==> src/rtl/spi_master_link_pkg.sv <==
// Shared types and constants for the SPI master link: FSM states, opcodes
// and frame geometry.
package spi_master_link_pkg;

    typedef enum logic [2:0] {
        IDLE,
        START,
        SHIFT,
        TURN,
        RECV,
        GAP
    } state_t;

    localparam logic [1:0] OP_WR_ADDR = 2'b00;
    localparam logic [1:0] OP_WR_DATA = 2'b01;
    localparam logic [1:0] OP_RD_ADDR = 2'b10;
    localparam logic [1:0] OP_RD_DATA = 2'b11;

    localparam int FRAME_BITS = 10;
    localparam int RSP_BITS   = 8;

endpackage

==> src/rtl/spi_master_link_if.sv <==
// Host command/response port plus SPI pins of the SPI master link.
// The master modport is the link itself; slave is the host/pin side.
interface spi_master_link_if;
    import spi_master_link_pkg::*;

    logic                  cmd_valid;
    logic [FRAME_BITS-1:0] cmd_data;
    logic                  cmd_ready;
    logic                  rsp_valid;
    logic [RSP_BITS-1:0]   rsp_data;
    logic                  busy;
    logic                  SS_n;
    logic                  MOSI;
    logic                  MISO;

    modport master (
        input  cmd_valid, cmd_data, MISO,
        output cmd_ready, rsp_valid, rsp_data, busy, SS_n, MOSI
    );

    modport slave (
        output cmd_valid, cmd_data, MISO,
        input  cmd_ready, rsp_valid, rsp_data, busy, SS_n, MOSI
    );

endinterface

==> src/rtl/spi_master_link_cmdbuf.sv <==
// One-entry command holding register used when SPI_MASTER_LINK_CMDBUF_EN
// is defined; filled while a frame runs, drained when the next frame starts.
module spi_master_link_cmdbuf
    import spi_master_link_pkg::*;
(
    input  logic                  clk,
    input  logic                  rst_n,
    input  logic                  push,
    input  logic [FRAME_BITS-1:0] push_data,
    input  logic                  pop,
    output logic                  full,
    output logic [FRAME_BITS-1:0] data
);

    always_ff @(posedge clk) begin
        if (!rst_n) begin
            full <= 1'b0;
        end else if (push) begin
            full <= 1'b1;
        end else if (pop) begin
            full <= 1'b0;
        end
    end

    // NOTE: the payload needs no reset; it is only ever read while full is set.
    always_ff @(posedge clk) begin
        if (push) begin
            data <= push_data;
        end
    end

endmodule

==> src/rtl/spi_master_link.sv <==
// SPI master: serialises 10-bit command frames on MOSI and collects the
// 8-bit reply of rd-data frames. Optional buffer: SPI_MASTER_LINK_CMDBUF_EN.
module spi_master_link
    import spi_master_link_pkg::*;
#(
    parameter int TURN_CYCLES = 2,
    parameter int GAP_CYCLES  = 1
) (
    input logic               clk,
    input logic               rst_n,
    spi_master_link_if.master bus
);

    if (TURN_CYCLES < 1 || TURN_CYCLES > 15) begin : g_bad_turn
        $error("TURN_CYCLES must be in 1..15");
    end
    if (GAP_CYCLES < 1 || GAP_CYCLES > 15) begin : g_bad_gap
        $error("GAP_CYCLES must be in 1..15");
    end

    localparam logic [3:0] TURN_LOAD  = 4'(TURN_CYCLES - 1);
    localparam logic [3:0] GAP_LOAD   = 4'(GAP_CYCLES - 1);
    localparam logic [3:0] SHIFT_LOAD = 4'(FRAME_BITS - 1);
    localparam logic [3:0] RECV_LOAD  = 4'(RSP_BITS - 1);

    state_t                state, state_nxt;
    logic [FRAME_BITS-1:0] shreg;
    logic [3:0]            bit_cnt;
    logic [3:0]            tg_cnt;
    logic [RSP_BITS-2:0]   rsp_shreg;
    logic [RSP_BITS-1:0]   rsp_data;
    logic                  rsp_valid;
    logic                  accept;
    logic                  load;
    logic [FRAME_BITS-1:0] load_data;
    logic                  buf_full;
    logic [FRAME_BITS-1:0] buf_data;
    logic                  ss_n;
    logic                  mosi;

    assign accept = bus.cmd_valid && bus.cmd_ready;

`ifdef SPI_MASTER_LINK_CMDBUF_EN
    logic push;
    logic pop;

    // In IDLE with an empty buffer the command goes straight to START.
    assign push = accept && (state != IDLE);
    assign pop  = load && buf_full;

    spi_master_link_cmdbuf u_cmdbuf (
        .clk       (clk),
        .rst_n     (rst_n),
        .push      (push),
        .push_data (bus.cmd_data),
        .pop       (pop),
        .full      (buf_full),
        .data      (buf_data)
    );

    assign bus.cmd_ready = rst_n && !buf_full;
`else
    assign buf_full      = 1'b0;
    assign buf_data      = '0;
    assign bus.cmd_ready = rst_n && (state == IDLE);
`endif

    // NOTE: every variable gets a default before the case so no latch is inferred.
    always_comb begin
        state_nxt = state;
        load      = 1'b0;
        load_data = bus.cmd_data;
        unique case (state)
            IDLE: begin
                if (buf_full) begin
                    state_nxt = START;
                    load      = 1'b1;
                    load_data = buf_data;
                end else if (accept) begin
                    state_nxt = START;
                    load      = 1'b1;
                end
            end
            START: state_nxt = SHIFT;
            SHIFT: begin
                if (bit_cnt == 4'd0) begin
                    state_nxt = (shreg[9:8] == OP_RD_DATA) ? TURN : GAP;
                end
            end
            TURN: if (tg_cnt == 4'd0) state_nxt = RECV;
            RECV: if (bit_cnt == 4'd0) state_nxt = GAP;
            GAP: begin
                if (tg_cnt == 4'd0) begin
                    if (buf_full) begin
                        state_nxt = START;
                        load      = 1'b1;
                        load_data = buf_data;
                    end else begin
                        state_nxt = IDLE;
                    end
                end
            end
            default: state_nxt = IDLE;
        endcase
    end

    // NOTE: state is updated with non-blocking assignments so every flop samples pre-edge values.
    always_ff @(posedge clk) begin
        if (!rst_n) begin
            state     <= IDLE;
            shreg     <= '0;
            bit_cnt   <= '0;
            tg_cnt    <= '0;
            rsp_shreg <= '0;
            rsp_data  <= '0;
            rsp_valid <= 1'b0;
        end else begin
            state     <= state_nxt;
            rsp_valid <= 1'b0;
            if (load) shreg <= load_data;
            case (state)
                START: bit_cnt <= SHIFT_LOAD;
                SHIFT: begin
                    if (bit_cnt == 4'd0) begin
                        tg_cnt <= (state_nxt == TURN) ? TURN_LOAD : GAP_LOAD;
                    end else begin
                        bit_cnt <= bit_cnt - 4'd1;
                    end
                end
                TURN: begin
                    if (tg_cnt == 4'd0) bit_cnt <= RECV_LOAD;
                    else                tg_cnt  <= tg_cnt - 4'd1;
                end
                RECV: begin
                    rsp_shreg <= {rsp_shreg[RSP_BITS-3:0], bus.MISO};
                    if (bit_cnt == 4'd0) begin
                        rsp_data  <= {rsp_shreg, bus.MISO};
                        rsp_valid <= 1'b1;
                        tg_cnt    <= GAP_LOAD;
                    end else begin
                        bit_cnt <= bit_cnt - 4'd1;
                    end
                end
                GAP: if (tg_cnt != 4'd0) tg_cnt <= tg_cnt - 4'd1;
                default: ;
            endcase
        end
    end

    // START repeats the command bit ahead of the full MSB-first word.
    always_comb begin
        ss_n = 1'b1;
        mosi = 1'b0;
        case (state)
            START: begin
                ss_n = 1'b0;
                mosi = shreg[FRAME_BITS-1];
            end
            SHIFT: begin
                ss_n = 1'b0;
                mosi = shreg[bit_cnt];
            end
            TURN, RECV: ss_n = 1'b0;
            default: ;
        endcase
    end

    assign bus.SS_n      = ss_n;
    assign bus.MOSI      = mosi;
    assign bus.busy      = (state != IDLE);
    assign bus.rsp_valid = rsp_valid;
    assign bus.rsp_data  = rsp_data;

endmodule

==> src/flat_wrapper.sv <==
// flat-port wrapper written by rule: the top's interface ports become plain ports
module spi_master_link_flat import spi_master_link_pkg::*;
#(
    parameter int TURN_CYCLES = 2,
    parameter int GAP_CYCLES  = 1
)
  (clk, rst_n, bus_cmd_valid, bus_cmd_data, bus_MISO, bus_cmd_ready, bus_rsp_valid, bus_rsp_data, bus_busy, bus_SS_n, bus_MOSI);
  spi_master_link_if bus_i ();
  input logic clk;
  input logic rst_n;
  input wire logic [$bits(bus_i.cmd_valid)-1:0] bus_cmd_valid;
  input wire logic [$bits(bus_i.cmd_data)-1:0] bus_cmd_data;
  input wire logic [$bits(bus_i.MISO)-1:0] bus_MISO;
  output wire logic [$bits(bus_i.cmd_ready)-1:0] bus_cmd_ready;
  output wire logic [$bits(bus_i.rsp_valid)-1:0] bus_rsp_valid;
  output wire logic [$bits(bus_i.rsp_data)-1:0] bus_rsp_data;
  output wire logic [$bits(bus_i.busy)-1:0] bus_busy;
  output wire logic [$bits(bus_i.SS_n)-1:0] bus_SS_n;
  output wire logic [$bits(bus_i.MOSI)-1:0] bus_MOSI;
  assign bus_i.cmd_valid = bus_cmd_valid;
  assign bus_i.cmd_data = bus_cmd_data;
  assign bus_i.MISO = bus_MISO;
  assign bus_cmd_ready = bus_i.cmd_ready;
  assign bus_rsp_valid = bus_i.rsp_valid;
  assign bus_rsp_data = bus_i.rsp_data;
  assign bus_busy = bus_i.busy;
  assign bus_SS_n = bus_i.SS_n;
  assign bus_MOSI = bus_i.MOSI;
  spi_master_link #(.TURN_CYCLES(TURN_CYCLES), .GAP_CYCLES(GAP_CYCLES)) u_core (.clk(clk), .rst_n(rst_n), .bus(bus_i));
endmodule
==> config.mk <==
export PLATFORM = sky130hd
export DESIGN_NAME = spi_master_link_flat
export DESIGN_NICKNAME = d
export VERILOG_FILES = /design/src/rtl/spi_master_link_pkg.sv /design/src/rtl/spi_master_link_if.sv /design/src/rtl/spi_master_link_cmdbuf.sv /design/src/rtl/spi_master_link.sv /design/src/flat_wrapper.sv
export SDC_FILE = /design/constraint.sdc
export NUM_CORES = 1
export LEC_CHECK = 0
export ABC_AREA = 1
export CORE_UTILIZATION = 55
export DETAILED_ROUTE_END_ITERATION = 6
export DONT_BUFFER_PORTS = 1
export GPL_TIMING_DRIVEN = 0
export PLACE_DENSITY = 0.7
export SYNTH_ARGS = -nofsm -noshare
export SYNTH_HDL_FRONTEND = slang
export SYNTH_HIERARCHICAL = 1
export SYNTH_SLANG_ARGS = --single-unit
==> constraint.sdc <==
create_clock -name clk -period 2.4 [get_ports clk]
set_input_delay 0.36 -clock clk [delete_from_list [all_inputs] [get_ports clk]]
set_output_delay 0.36 -clock clk [all_outputs]
set_load 0.05 [all_outputs]
# [Word level (Yosys, flattened, before mapping)]
# Index checks and enable logic that the tools add are counted.
[totals] reg_bits=37 in_bits=14 out_inout_bits=13 wordCells=61
[classes] add_sub_neg=2 n_lt_le_gt_ge=1 n_eq_ne=13 muxes=23 reduce_logical=15
[ops] op="2-to-1 mux 4 bit" count=6
[ops] op="2-to-1 mux 3 bit" count=6
[ops] op="case mux 3 bit (6 select lines)" count=1
[ops] op="case mux 4 bit (4 select lines)" count=1
[ops] op="case mux 4 bit (3 select lines)" count=1
[ops] op="equality test 3 x 2 -> 1 bit, second input constant" count=3
[ops] op="logical NOT 4 bit" count=2
[ops] op="inequality test 2 x 1 -> 1 bit, second input constant" count=4
[ops] op="nonzero test 4 bit" count=2
[ops] op="subtractor 4 x 1 -> 4 bit, second input constant" count=2
[ops] op="equality test 3 bit, second input constant" count=2
[ops] op="2-to-1 mux 1 bit" count=6
[ops] op="nonzero test 3 bit" count=2
[ops] op="less-than comparator 4 x 5 -> 1 bit, second input constant" count=1
[ops] op="AND reduction 5 bit" count=1
[ops] op="binary-select mux 1 bit (select 4 bit)" count=1
[ops] op="inequality test 2 bit, second input constant" count=2
[ops] op="AND reduction 2 bit" count=2
[ops] op="OR reduction 4 bit" count=1
[ops] op="equality test 3 x 1 -> 1 bit, second input constant" count=1
[ops] op="logical NOT 3 bit" count=1
[ops] op="AND reduction 3 bit" count=1
[ops] op="equality test 2 bit, second input constant" count=1
[ops] op="logical AND 1 bit" count=2
[ops] op="2 further kinds" count=2

# [Longest topological paths before layout]
[logic_depth] word_depth=9 depth_mapped=10 mapped_depth_nobuf=10

# [Worst setup path after synthesis]
# Ideal clock, no wire load.
[synth_path] path_type="register to register" startpoint="register u_core.state[0]" endpoint="register u_core.shreg[1]" setup_time_ns=0.116 t_arrival_ns=1.553 required_ns=2.284 path_slack_ns=0.731 path_stages_with_launch=8 synth_period_minus_slack_ns=1.669 cell_sequence="dfxtp_1 nor2_2 nand2_2 nor2_4 nand2_2 buf_6 o21ai_1 a21oi_1"
[synth_via] elab_chain_cells=5
[synth_lines] item="start, declared" line_no="spi_master_link.sv:26" text="state_t state, state_nxt;"
[synth_lines] item="start signal, assigned" line_no="spi_master_link.sv:118" text="state <= state_nxt;"
[synth_lines] item="logical NOT 3 bit" line_no="spi_master_link.sv:65" text="assign bus.cmd_ready = rst_n && (state == IDLE);"
[synth_lines] item="logical AND 1 bit" line_no="spi_master_link.sv:65"
[synth_lines] item="named net bus_cmd_ready" line_no="flat_wrapper.sv:14" text="output wire logic [$bits(bus_i.cmd_ready)-1:0] bus_cmd_ready;"
[synth_lines] item="logical AND 1 bit" line_no="spi_master_link.sv:41" text="assign accept = bus.cmd_valid && bus.cmd_ready;"
[synth_lines] item="2-to-1 mux 1 bit" line_no="spi_master_link.sv:79" text="end else if (accept) begin"
[synth_lines] item="2-to-1 mux 1 bit"
[synth_lines] item="end signal, assigned" line_no="spi_master_link.sv:120" text="if (load) shreg <= load_data;"
[synth_lines] item="end, declared" line_no="spi_master_link.sv:27" text="logic [FRAME_BITS-1:0] shreg;"
# The timed path passes the listed nets, and every way through them passes these cells.
# A chain may end at the register's enable or synchronous reset.

# [Worst setup path after layout]
[layout_path] startpoint="register u_core.bit_cnt[0]" endpoint="output port bus_MOSI"
[layout_via] elab_chain_cells=3
[layout_lines] item="start, declared" line_no="spi_master_link.sv:28" text="logic [3:0] bit_cnt;"
[layout_lines] item="start signal, assigned" line_no="spi_master_link.sv:127" text="bit_cnt <= bit_cnt - 4'd1;"
[layout_lines] item="start signal, assigned" line_no="spi_master_link.sv:141" text="bit_cnt <= bit_cnt - 4'd1;"
[layout_lines] item="binary-select mux 1 bit (select 4 bit)" line_no="spi_master_link.sv:161" text="mosi = shreg[bit_cnt];"
[layout_lines] item="2-to-1 mux 1 bit (implied by the code)" line_no="spi_master_link.sv:161"
[layout_lines] item="case mux 1 bit (2 select lines)" line_no="spi_master_link.sv:154" text="case (state)"
[layout_lines] item="end, declared" line_no="flat_wrapper.sv:19" text="output wire logic [$bits(bus_i.MOSI)-1:0] bus_MOSI;"
# No other way between the ends. The select of a mux whose other input is x is not followed.

==> results.py <==
metrics = {
    "synth": {
        "syn_inst": 243,
        "ys_seq_area_share_pct": 41.2,
        "synth_edf_count": 0,
        "yosys_warnings": 6,
        "syn_area_um2": 1800,
        "ys_ff_latch": 37,
        "syn-num-nets": 260,
        "syn_area_per_cell_um2": 7.39,
        "synth_cell_types": 27,
        "ys.flop_type": "dfxtp_1",
        "async_reset_ff_share_pct": 0,
    },
    "timing": {
        "rsz0062_at_grt": "no",
        "slew_viol_final": 0,
        "fin_tns_setup_ns": 0,
        "skew_ns": 0.0142,
        "max-slew-margin-rel_pct": 64.8,
        "hold_violations": 0,
        "setup_viol": 0,
        "worst_pin_slew_ns": 0.527,
        "hold-worst-slack_ns": 0.122,
        "fmax_mhz": 475,
        "period_share_pct": 87.8,
        "min_period_ns": 2.11,
    },
    "global_route": {
        "antenna_found_initial": 0,
        "grt_max_degree": 15,
        "grt_usage_pct": 23.7,
        "grt_pass1_wl_mm": 6.17,
        "grt_overflow_total": 0,
        "grt_pass1_vias": 1368,
    },
    "power": {
        "p_leak_nw": 0.819,
        "peakVddDrop_v": 0.000483,
        "power.density_nw_per_um2": 965,
    },
    "die": {
        "rows": 20,
        "core_area_um2": 3080,
        "start_util_pct": 58.4,
        "die_w_um": 59.2,
        "die_area_um2": 3500,
        "fp.dieH_um": 59.2,
        "ios": 27,
    },
    "clock_network": {
        "clock_latency_ns": 0.35,
        "ctsResizeCount": 0,
        "htree_levels": 2,
        "clk_pin_slew_worst_paths_ns": 0.13,
        "cts_tree": "yes",
        "cts.sink_count": 37,
        "cts_setup_buffers": 0,
        "cts_hold_buf": 0,
        "cts_root_buf": "clkbuf_4",
        "cts_made_buffers": 5,
        "clk_path_buf_depth": 2,
    },
    "run_status": {
        "outcome": "completed",
    },
    "drt": {
        "wl_per_cell_um": 12.4,
        "viasPerCell": 5.16,
        "first_pass_iters": 4,
        "vias": 1522,
        "wl_mm": 3.65,
        "drt_iter0_drc": 117,
        "drc": 0,
        "ant_nets": 0,
    },
    "placement": {
        "io_buffers": 0,
        "dp_hpwl_mm": 2.68,
        "gp_congestion": 0.836,
    },
    "final_layout": {
        "fin_nets": 267,
        "layout-drive-gt1-share_pct": 16.7,
        "n_antenna_cell": 0,
        "syn_to_final_growth_pct": 6.55,
    },
    "critical_path": {
        "crit_type": "reg -> out",
        "critPathCaptureType": "output pin",
        "required_ns": 2.04,
        "reg2reg_depth": 7,
        "critPathMaxFanout": 9,
        "critPathLaunchType": "flop",
        "arrival_ns": 1.75,
    },
    "min_path": {
        "hold_path_class": "in -> reg",
        "holdPathStages": 2,
    },
    "flow_run": {
        "maxCapViolCount": 0,
    },
}
## layout make-up
| class | instances | area (um2) |
|---|---|---|
| Fill cell | 320 | 1160 |
| Multi-Input combinational cell | 168 | 890 |
| Sequential cell | 37 | 741 |
| Inverter | 32 | 125 |
| Tap cell | 44 | 55.1 |
| Buffer | 6 | 41.3 |
| Clock buffer | 5 | 37.5 |
| Clock inverter | 3 | 25.0 |
## where the power goes
group          switching, mW  internal (mW)  leakage [nW]
Clock                  0.236          0.121        0.0322
Sequential            0.0948          0.700         0.301
Combinational          0.484          0.211         0.486
Total                  0.814           1.03         0.819
## registers in the layout (all words and copies together), names as in the netlist
name and flops:
u_core/shreg 10, u_core/bus.rsp_data 8, u_core/rsp_shreg 7, u_core/bit_cnt 4, u_core/tg_cnt 4, u_core/state 3
u_core/bus.rsp_valid 1
## cells in the mapped netlist, types with 2 or more instances
cell type / n / area share (%)
a21oi_1: 21 / 5.8
dfxtp_1: 37 / 41
nor2_4: 4 / 2.5
inv_2: 6 / 1.3
buf_6: 2 / 1.3
buf_2: 3 / 0.84
nand2_4: 4 / 2.5
nand4_1: 2 / 0.70
inv_1: 25 / 5.2
nor2_1: 20 / 4.2
o21ai_1: 10 / 2.8
nor2_2: 3 / 1.0
ha_1: 3 / 2.1
a21oi_2: 2 / 0.98
nand3_1: 25 / 7.0
nand2_2: 6 / 2.1
o21ai_0: 16 / 4.5
nand2_1: 45 / 9.4
## path summary, 6_finish.rpt
| kind | to | start | slack (ns) |
|---|---|---|---|
| min reg2reg | u_core/shreg[7] | u_core/shreg[7] | 0.46 |
| min | u_core/shreg[0] | bus_cmd_data[0] | 0.12 |
| max reg2reg | u_core/shreg[1] | u_core/state[0] | 0.58 |
| max | bus_MOSI | u_core/bit_cnt[0] | 0.29 |
## critical path, cell delays in order (launching register included)
cell and delay, ns:
dfxtp_1 0.48, inv_2 0.13, nand2_1 0.09, nand3_1 0.06
nand3_1 0.08, nand3_1 0.08, nand2_1 0.08, nand2_1 0.05
nand2_1 0.34
## cells by family after synthesis
kind of cell | count (synthesis) | synth area share, %
AO/OA/AOI/OAI | 51 | 15.0
buffers and inverters | 38 | 9.26
AND/OR/NAND/NOR | 113 | 32.0
adder cells (fa/ha/maj) | 3 | 2.09
XOR/XNOR | 1 | 0.488
flip-flops | 37 | 41.2
## cells in the final DEF (no fill, tap or decap), drive strengths merged, types with 3 or more instances in the layout
master  Yosys  routed
a21oi      23      23
buf         6       6
clkbuf      0       5
dfxtp      37      37
ha          3       3
inv        32      34
nand2      56      56
nand3      26      26
nor2       27      27
o21ai      26      26
## stage by stage
stage / std cells / instance area [um2] / power, mW / utilization, % / worst slack, ns
2_1_floorplan: 243 / 1800 / 1.38 / - / 0.731
3_5_place_dp: 287 / 1850 / 1.50 / 60.2 / 0.588
4_1_cts: 295 / 1910 / 1.85 / 62.2 / 0.279
3_3_place_gp: 287 / 1850 / 1.49 / 60.2 / 0.604
6_report: 295 / 1910 / 1.85 / 62.2 / 0.293
5_1_grt: 295 / 1910 / 1.98 / 62.2 / 0.134
## layer usage
metal,wire length [um],vias to the layer above,GRT usage [%]
met5,0,-,0
met4,63,0,9.18
met3,98,7,5.02
met2,1710,19,38.1
met1,1770,694,31.0
li1,-,802,-
Power figures use the tool's default switching activity.
